**config.mk**
```make
export PLATFORM = sky130hd
export DESIGN_NAME = player_control
export DESIGN_NICKNAME = d
export VERILOG_FILES = /design/src/rtl/player_control_pkg.sv /design/src/rtl/player_tick_gen.sv /design/src/rtl/player_control.sv
export SDC_FILE = /design/constraint.sdc
export NUM_CORES = 1
export LEC_CHECK = 0
export BUFFER_PORTS_ARGS = -buffer_cell sky130_fd_sc_hd__buf_2
export CAP_MARGIN = 40
export CORE_MARGIN = 3
export CORE_UTILIZATION = 50
export CTS_CLUSTER_DIAMETER = 150
export CTS_CLUSTER_SIZE = 20
export DETAILED_ROUTE_END_ITERATION = 8
export HOLD_SLACK_MARGIN = 0.1
export PLACE_DENSITY_LB_ADDON = 0.2
export SLEW_MARGIN = 20
export SYNTH_ARGS = -nofsm -noshare
export SYNTH_HDL_FRONTEND = slang
export SYNTH_SLANG_ARGS = --single-unit
```
**constraint.sdc**
```tcl
create_clock -name i_clk -period 8.2 [get_ports i_clk]
set_input_delay 0 -clock i_clk [delete_from_list [all_inputs] [get_ports i_clk]]
set_output_delay 0 -clock i_clk [all_outputs]
set_load 0.02 [all_outputs]
```
**src/rtl/player_control_pkg.sv**
```systemverilog
// rtl/player_control_pkg.sv - arena walls, spawn values, state encoding and clamp helper shared by the game blocks
package player_control_pkg;

  localparam logic [9:0] X_MIN   = 10'd15;
  localparam logic [9:0] X_MAX   = 10'd626;
  localparam logic [9:0] Y_MIN   = 10'd15;
  localparam logic [9:0] Y_MAX   = 10'd466;
  localparam logic [9:0] START_X = 10'd320;
  localparam logic [9:0] START_Y = 10'd240;
  localparam logic [9:0] R_INIT  = 10'd10;
  localparam logic [9:0] R_MAX   = 10'd40;

  typedef enum logic [2:0] {
    ST_IDLE = 3'd0,
    ST_PLAY = 3'd1,
    ST_HIT  = 3'd2,
    ST_HOLD = 3'd3,
    ST_OVER = 3'd4
  } state_t;

  // Signed compare so a step past a wall near zero can never wrap.
  function automatic logic [9:0] clamp_axis(input logic signed [10:0] v,
                                            input logic [9:0] lo,
                                            input logic [9:0] hi);
    logic signed [10:0] s_lo;
    logic signed [10:0] s_hi;
    s_lo = $signed({1'b0, lo});
    s_hi = $signed({1'b0, hi});
    if (v < s_lo) return lo;
    if (v > s_hi) return hi;
    return v[9:0];
  endfunction

endpackage

```
**src/rtl/player_tick_gen.sv**
```systemverilog
// rtl/player_tick_gen.sv - move-tick strobe, one cycle every TICK_DIV enabled cycles
module player_tick_gen #(
  parameter int TICK_DIV = 1_000_000
) (
  input  logic i_clk,
  input  logic i_rst,
  input  logic i_en,
  output logic o_tick
);
  localparam int CW = (TICK_DIV > 1) ? $clog2(TICK_DIV) : 1;
  localparam logic [CW-1:0] LAST = CW'(TICK_DIV - 1);

  logic [CW-1:0] r_cnt;

  always_ff @(posedge i_clk) begin
    if (i_rst || !i_en) begin
      r_cnt <= '0;
    end else if (r_cnt == LAST) begin
      r_cnt <= '0;
    end else begin
      r_cnt <= r_cnt + CW'(1);
    end
  end

  assign o_tick = i_en && (r_cnt == LAST);

endmodule

```
**src/rtl/player_control.sv**
```systemverilog
// rtl/player_control.sv - player blob: button movement, food growth and score, enemy hits and lives
module player_control
  import player_control_pkg::*;
#(
  parameter int TICK_DIV = 1_000_000,
  parameter int STEP     = 2,
  parameter int R_GROW   = 2,
  parameter int LIVES    = 3,
  parameter int INVULN   = 100
) (
  input  logic       i_clk,
  input  logic       i_rst,
  input  logic       i_gamemenu,
  input  logic       i_gamerun,
  input  logic       i_gamepause,
  input  logic       i_btn_up,
  input  logic       i_btn_down,
  input  logic       i_btn_left,
  input  logic       i_btn_right,
  input  logic       i_collide_food,
  input  logic [3:0] i_collide_enemy,
  output logic [9:0] o_aX,
  output logic [9:0] o_aY,
  output logic [9:0] o_aR,
  output logic [7:0] o_score,
  output logic [1:0] o_lives,
  output logic       o_game_over
);
  localparam int IW = $clog2(INVULN + 1);
  localparam logic [IW-1:0]      IMM_LAST = IW'(INVULN - 1);
  localparam logic signed [10:0] STEP_S   = 11'(STEP);
  localparam logic [9:0]         GROW_V   = 10'(R_GROW);
  localparam logic [1:0]         LIVES_V  = 2'(LIVES);

  state_t r_state, r_ret, w_next_state, w_next_ret;

  logic [9:0]    r_x, r_y, r_r;
  logic [7:0]    r_score;
  logic [1:0]    r_lives;
  logic [IW-1:0] r_imm;
  logic [4:0]    r_sync1, r_sync2, r_prev, r_evt;

  logic [2:0]         w_mode;
  logic               w_menu, w_run, w_pause;
  logic               w_en, w_tick, w_active;
  logic               w_food_evt, w_enemy_evt, w_hit, w_imm_done;
  logic [1:0]         w_lives_dec;
  logic signed [10:0] w_x_mv, w_y_mv;
  logic [9:0]         w_x_cl, w_y_cl, w_r_grow;

  // Bit 0 is food, bits 4:1 the enemies; the edge is registered so an event lands 4 clk after a rise.
  always_ff @(posedge i_clk) begin
    if (i_rst) begin
      r_sync1 <= '0;
      r_sync2 <= '0;
      r_prev  <= '0;
      r_evt   <= '0;
    end else begin
      r_sync1 <= {i_collide_enemy, i_collide_food};
      r_sync2 <= r_sync1;
      r_prev  <= r_sync2;
      r_evt   <= r_sync2 & ~r_prev;
    end
  end

  assign w_food_evt  = r_evt[0];
  assign w_enemy_evt = |r_evt[4:1];

  assign w_mode  = {i_gamemenu, i_gamerun, i_gamepause};
  assign w_menu  = (w_mode == 3'b100);
  assign w_run   = (w_mode == 3'b010);
  assign w_pause = (w_mode == 3'b001);

  assign w_en        = (r_state == ST_PLAY) || (r_state == ST_HIT);
  assign w_active    = w_en && w_run;
  assign w_hit       = w_active && (r_state == ST_PLAY) && w_enemy_evt;
  assign w_imm_done  = w_active && (r_state == ST_HIT) && w_tick && (r_imm == IMM_LAST);
  assign w_lives_dec = r_lives - 2'd1;

  player_tick_gen #(.TICK_DIV(TICK_DIV)) u_tick (
    .i_clk  (i_clk),
    .i_rst  (i_rst),
    .i_en   (w_en),
    .o_tick (w_tick)
  );

  always_ff @(posedge i_clk) begin
    if (i_rst) begin
      r_state <= ST_IDLE;
      r_ret   <= ST_PLAY;
    end else begin
      r_state <= w_next_state;
      r_ret   <= w_next_ret;
    end
  end

  always_comb begin
    w_next_state = r_state;
    w_next_ret   = r_ret;
    case (r_state)
      ST_IDLE: if (w_run) w_next_state = ST_PLAY;
      ST_PLAY, ST_HIT: begin
        if (w_menu) begin
          w_next_state = ST_IDLE;
        end else if (w_pause) begin
          w_next_state = ST_HOLD;
          w_next_ret   = r_state;
        end else if (w_hit) begin
          w_next_state = (w_lives_dec == 2'd0) ? ST_OVER : ST_HIT;
        end else if (w_imm_done) begin
          w_next_state = ST_PLAY;
        end
      end
      ST_HOLD: begin
        if (w_run)       w_next_state = r_ret;
        else if (w_menu) w_next_state = ST_IDLE;
      end
      ST_OVER: if (w_menu) w_next_state = ST_IDLE;
      default: w_next_state = ST_IDLE;
    endcase
  end

  // Opposite buttons cancel; the clamp runs every active cycle so a grown radius is re-fitted next cycle.
  always_comb begin
    w_x_mv = $signed({1'b0, r_x});
    w_y_mv = $signed({1'b0, r_y});
    if (w_tick) begin
      if (i_btn_right && !i_btn_left) w_x_mv = w_x_mv + STEP_S;
      if (i_btn_left && !i_btn_right) w_x_mv = w_x_mv - STEP_S;
      if (i_btn_down && !i_btn_up)    w_y_mv = w_y_mv + STEP_S;
      if (i_btn_up && !i_btn_down)    w_y_mv = w_y_mv - STEP_S;
    end
  end

  assign w_x_cl   = clamp_axis(w_x_mv, X_MIN + r_r, X_MAX - r_r);
  assign w_y_cl   = clamp_axis(w_y_mv, Y_MIN + r_r, Y_MAX - r_r);
  assign w_r_grow = (r_r + GROW_V > R_MAX) ? R_MAX : r_r + GROW_V;

  always_ff @(posedge i_clk) begin
    if (i_rst || (r_state == ST_IDLE)) begin
      r_x     <= START_X;
      r_y     <= START_Y;
      r_r     <= R_INIT;
      r_score <= '0;
      r_lives <= LIVES_V;
      r_imm   <= '0;
    end else if (w_active) begin
      r_x <= w_x_cl;
      r_y <= w_y_cl;
      if (w_food_evt) begin
        if (r_score != 8'hFF) r_score <= r_score + 8'd1;
        r_r <= w_r_grow;
      end
      // The enemy reset of position and radius overrides any same-cycle growth.
      if (w_hit) begin
        r_lives <= w_lives_dec;
        r_r     <= R_INIT;
        r_x     <= START_X;
        r_y     <= START_Y;
        r_imm   <= '0;
      end else if ((r_state == ST_HIT) && w_tick) begin
        r_imm <= r_imm + IW'(1);
      end
    end
  end

  assign o_aX        = r_x;
  assign o_aY        = r_y;
  assign o_aR        = r_r;
  assign o_score     = r_score;
  assign o_lives     = r_lives;
  assign o_game_over = (r_state == ST_OVER);

endmodule

```
=== Yosys cells after proc, flatten, opt, wreduce, memory -nomap -nowiden ===
Index checks and enable logic that the tools add are counted.

* Register bits: 93
* Input bits: 14
* Output and inout bits: 41
* Word-level logic and storage cells: 116

* $add $sub $neg: 12
* $lt $le $gt $ge: 5
* Equality and inequality tests: 12
* Mux-type cells: 38
* Bitwise logic cells: 3
* Reduce and logical (&&, ||, !) cells: 33

{| class="wikitable"
|+ Operator list
! kind !! count
|-
| $mux W10 || 13
|-
| $mux W11 || 8
|-
| $mux W3 || 8
|-
| $add A10 B2 Y11 const B || 2
|-
| $gt A11 B11 Y1 || 2
|-
| $lt A11 B11 Y1 || 2
|-
| $sub A11 B3 Y11 const B || 2
|-
| $add A20 B1 Y20 const B || 1
|-
| $eq A20 B20 Y1 const B || 1
|-
| $mux W7 || 2
|-
| $logic_and A1 B1 Y1 || 12
|-
| $pmux W3 S4 || 1
|-
| $add A10 B2 Y10 const B || 1
|-
| $add A4 B10 Y10 const A || 1
|-
| $gt A10 B6 Y1 const B || 1
|-
| $sub A10 B10 Y10 const A || 1
|-
| $sub A9 B10 Y10 const A || 1
|-
| $eq A3 B2 Y1 const B || 3
|-
| $add A8 B1 Y8 const B || 1
|-
| $ne A8 B8 Y1 const B || 1
|-
| $reduce_and A2 Y1 || 4
|-
| $add A7 B1 Y7 const B || 1
|-
| $eq A7 B7 Y1 const B || 1
|-
| $eq A3 B1 Y1 const B || 2
|-
| other kinds (16) || 31
|}

=== Depth between registers and ports, before layout ===
* Word-level depth: 13
* Depth in mapped cells: 17
* Mapped depth without buffers: 16

=== Hierarchy ===
A second synthesis with hierarchy kept.

* Cells, all modules: 763
* Area total of the unflattened synthesis: 6248.5 sq um

{| class="wikitable"
|+ By module, submodules not included
! module !! instances !! cells an instance !! area an instance (sq um) !! sequential area each (sq um)
|-
| player_control || 1 || 656 || 5321.4 || 1441.4
|-
| player_tick_gen || 1 || 107 || 927.1 || 400.4
|}

=== Least setup slack after synthesis ===
OpenSTA, ideal clock, no wires.

* Kind: flip-flop to flip-flop
* From: reg r_y[1], in the netlist o_aY[1]
* To: reg r_y[2], in the netlist o_aY[2]
* Library setup time: 0.060 ns
* Arrival: 3.715 ns
* Data required time: 8.140 ns
* Setup slack: 4.425 ns
* Cell stages (with the launch flop): 17
* Path buffers: 1
* Clock period less this slack: 3.775 ns
* Cells stage by stage: dfxtp_1 -> ha_1 -> mux2i_1 -> ha_1 -> nand3b_1 -> o32ai_1 -> nand4_1 -> xor2_1 -> inv_1 -> ha_1 -> and4b_1 -> and4_1 -> a311oi_1 -> clkbuf_1 -> nor2_1 -> a2111oi_0 -> a221o_1

* Longest elaborated chain between the ends: 12
* Elaborated cells between the ends (all ways): 15
* Classes of those cells: add/sub (2); order compare (2); mux (11)

{| class="wikitable"
|+ RTL lines
! item !! line !! RTL
|-
| start, declared || player_control.sv:37 || <nowiki>logic [9:0] r_x, r_y, r_r;</nowiki>
|-
| start signal, assigned || player_control.sv:149 || <nowiki>r_y <= w_y_cl;</nowiki>
|-
| $add A10 B2 Y11 || player_control.sv:130 || <nowiki>if (i_btn_down && !i_btn_up) w_y_mv = w_y_mv + STEP_S;</nowiki>
|-
| $mux W11 || player_control.sv:130 ||
|-
| $mux W11 || player_control.sv:127 || <nowiki>if (w_tick) begin</nowiki>
|-
| $sub A11 B3 Y11 || player_control.sv:131 || <nowiki>if (i_btn_up && !i_btn_down) w_y_mv = w_y_mv - STEP_S;</nowiki>
|-
| $mux W11 || player_control.sv:131 ||
|-
| $mux W11 (*) || player_control.sv:127 ||
|-
| $gt A11 B11 Y1 || player_control_pkg.sv:30 || <nowiki>if (v > s_hi) return hi;</nowiki>
|-
| $mux W1 (2 in a row) || player_control_pkg.sv:30 ||
|-
| $mux W10 || player_control_pkg.sv:31 || <nowiki>return v[9:0];</nowiki>
|-
| $mux W10 (*) || player_control_pkg.sv:30 ||
|-
| $mux W10 (*) || player_control.sv:155 || <nowiki>if (w_hit) begin</nowiki>
|}

Mark *: on every way between the ends. The rest lies on a longest branch, timed or not. The select of a mux whose other input is x is not followed.
A chain may end at the register's enable or synchronous reset.

=== Worst setup path after layout ===
Same ends and word-level chain as after synthesis.

==> results.md <==
* Global placer's final weighted congestion at 0.975
* Worst rel slew slack at 48.7%
* Die X at 117 um
* Placed inst area at 0.00652 mm^2
* Final Max Slew Viols at 0
* Fill cells at 1,063
* CP max-delay cell: a311oi_1
* Top cells by area, synth: dfxtp_1 30%, ha_1 9.5%, nor2_1 4.8%
* Slew @ Worst Pin at 0.769 ns
* Total number of vias at 5,731
* Startpoint Class: flip-flop
* Finished Cell Area at 0.00693 mm^2
* Multiplexer area fraction after synthesis at 1.99%
* Crit path cell chain: ha_1 > mux2i_1 > ha_1 > nand3b_1 > o32ai_1 > nand4_1 > xor2_1 > inv_1 > ha_1 > and4b_1 > and4_1 > a311oi_1 > buf_4 > nor2_1 > a2111oi_0 > a221o_1
* Post-synth top area cell: dfxtp_1
* Layout cells sized above 1 at 12.4%
* First-pass iteration count of the detailed router at 5
* First DRT Iteration DRCs at 494
* Global route total overflow at 0
* Clock tree buffer depth at 2
* Largest net degree at the start of global routing at 25
* Initial antenna violation count at 0
* YS warnings at 0
* Post-route ant nets at 0
* Post-CTS sizing at 0
* Crit-path max cell delay at 0.59 ns
* Critical path's most frequent cell: ha_1
* Synth Area in Compound Gates at 17.1%
* IR Drop Worst-Case VDD at 0.147 mV
* Crit. End Element: flip-flop
* Initial Util at 52.5%
* Ys flop type: dfxtp_1
* RSZ-0062 raised after global routing: no
* Register Area at 0.00184 mm^2
* Clk Latency, worst-skew pair at 0.35 ns
* Critical path type: reg2reg
* WL final at 15.7 mm
* Global-route wire length before repair at 25.9 mm
* Buffers on Ports at 53
* Critical path required time at 8.49 ns
* Final hold viol count at 0
* Gr usage total at 23.8%
* Row cnt at 39
* CTS Buf Count at 9
* #FFs+latches synth at 92
* Pwr/cell area at 136 mW/mm^2
* Area Overhead vs Synth at 12.1%
* Main combinational cell family by area after synthesis: simple AND/OR/NAND/NOR gates
* Max frequency at 218 MHz
* Syn Area/Cell at 8.21 um^2
* Post-Syn Instances at 752
* Diode count at 0
* Setup TNS at 0 ns
* Dpl hpwl at 11.9 mm
* Adder-cell share of the synthesized area at 9.52%
* Vias in the first global route at 5,342
* Final #Nets at 856
* Core area at 0.0118 mm^2
* Crit path arrival time at 4.87 ns
* Syn Std Cell Area at 0.00618 mm^2
* Period minus WS final at 4.58 ns
* Tcrit/Tclk final at 55.8%
* Number of vias per cell at 5.95
* EDFF count, synth at 0
* Synth top area share at 29.8%
* Die Area at 0.0137 mm^2
* Clock Tree Root: clkbuf_16
* Synth cell types at 80
* Post-Synth Simple-Gate Area at 29.0%
* WHS at 0.200 ns
* Static Leak at 2.62 nW
* Hold crit path type: in2reg
* CTS tree: done
* Placement Setup Slack at 3.78 ns
* Final setup viols at 0
* Syn nets at 813
* Area of the multi-input gates at 0.00410 mm^2
* CP max FO at 8
* Die H at 117 um
* DRC viols at 0
* TritonCTS sink count at 92
* Clock Skews at 0.0103 ns
* Io pins at 55
* H-tree Lvls at 3
* Status: completed
* Sequential share of the synthesized area at 29.8%
* Post-DR wirelength/cell at 16.3 um
* Max-Cap Viols at 0
* Post-route setup slack at 3.62 ns
* Core Util, Final at 58.9%
* Clock slew at reported path FFs at 0.07 ns
* Fraction of registers with async set/reset at 0%
* Synth Area in XOR/XNOR at 8.65%
-- kinds of logic after synthesis --
kind of cell / count (synthesis)
simple gates: 328
compound gates: 155
flops: 92
xor+xnor: 61
buf+inv: 56
fa+ha+maj: 47
mux: 12
other cells: 1
-- layer usage --
metal  GRT usage, %  wire length, um  up-vias
met1           32.3             7050     2673
met3           3.19             1080       31
met5              0                0        -
li1               -                -     2817
met2           37.9             7170      210
met4           10.9              450        0
-- worst max-delay path: cells and delay by family, from the launching register on --
family	cells	cell delay (ns)
compound gates	4	1.54
xor+xnor	1	0.29
fa+ha+maj	3	0.79
buf+inv	2	0.39
flops	1	0.50
mux	1	0.19
simple gates	5	0.81
-- worst paths after layout --
check	start	endpoint	slack [ns]	cells after the start
worst max register to register	o_aY[1]	o_aY[2]	3.62	16
worst max-delay path	o_aY[1]	o_aY[2]	3.62	16
worst min-delay path	i_gamemenu	r_ret[2]	0.20	5
worst min register to register	r_prev[1]	r_evt[1]	0.38	1
-- cells in the mapped netlist (all sizes together), types with 3 or more instances --
cell type / n
xnor2: 29
nor3: 21
nor4: 6
nand3b: 4
dfxtp: 92
a31oi: 5
o21ai: 31
o211ai: 7
xor2: 32
nor4b: 3
nand3: 32
ha: 47
a311oi: 3
o221ai: 6
a211oi: 5
or4: 4
a211o: 3
nor3b: 6
a21oi: 41
o21a: 6
or2: 8
a22o: 4
or3: 10
nor2b: 28
and3: 14
and2: 7
a2111oi: 7
a21o: 4
nand4b: 4
inv: 20
o32ai: 3
mux2i: 10
o22ai: 6
and4: 6
nand2b: 12
nand4: 18
o21bai: 3
clkbuf: 25
nand2: 58
buf: 11
nor2: 80
-- sequential cells by signal (all words and copies together), names as in the netlist, 5 cells and up --
register      flops
r_evt             5
o_aY             10
o_aR              9
o_aX             10
o_score           8
r_prev            5
r_sync2           5
r_sync1           5
u_tick.r_cnt     20
r_imm             7
-- per-stage QoR --
step	power, mW	cells
2_1_floorplan	0.510	752
3_3_place_gp	0.524	936
3_5_place_dp	0.526	937
4_1_cts	0.952	963
5_1_grt	0.975	963
6_report	0.943	963
-- cell usage in the layout (no fill, tap or decap), drive strengths merged, types with 7 or more instances in the layout --
cell         netlist  layout
inv               20      22
dlygate4sd3        0      11
and3              14      14
nor3              21      21
nor2b             28      28
o21ai             31      31
nand3             32      32
a21oi             41      41
ha                47      47
nand2             58      58
or2                8       8
nand2b            12      12
or3               10      10
o211ai             7       7
xor2              32      32
mux2i             10      10
dfxtp             92      92
nor2              80      80
buf               11      57
xnor2             29      29
and2               7       7
a2111oi            7       7
clkbuf            25      11
nand4             18      18
-- where the power goes --
group | switching [mW] | internal [mW] | leakage, nW | total, mW
sequential | 0.00569 | 0.453 | 0.745 | 0.458
combinational | 0.0391 | 0.0231 | 1.74 | 0.0622
clock | 0.176 | 0.246 | 0.144 | 0.423
total | 0.221 | 0.722 | 2.62 | 0.943
-- timing repair --
action / CTS / global route
setup endpoints to repair: 0 / 0
buffers inserted: 0 / 0
hold buffers: 11 / 0
endpoints found under the hold margin: 12 / 0
-- final cells by class --
| class | count | share of cell area [%] |
|---|---|---|
| Clock inverter | 4 | 0.831 |
| Clock buffer | 11 | 3.50 |
| Inverter | 20 | 1.08 |
| Timing Repair Buffer | 68 | 5.85 |
| Tap cell | 164 | 2.96 |
| Multi-Input combinational cell | 604 | 59.2 |
| Sequential cell | 92 | 26.6 |
Note: power is estimated with default switching activity, not from simulation.
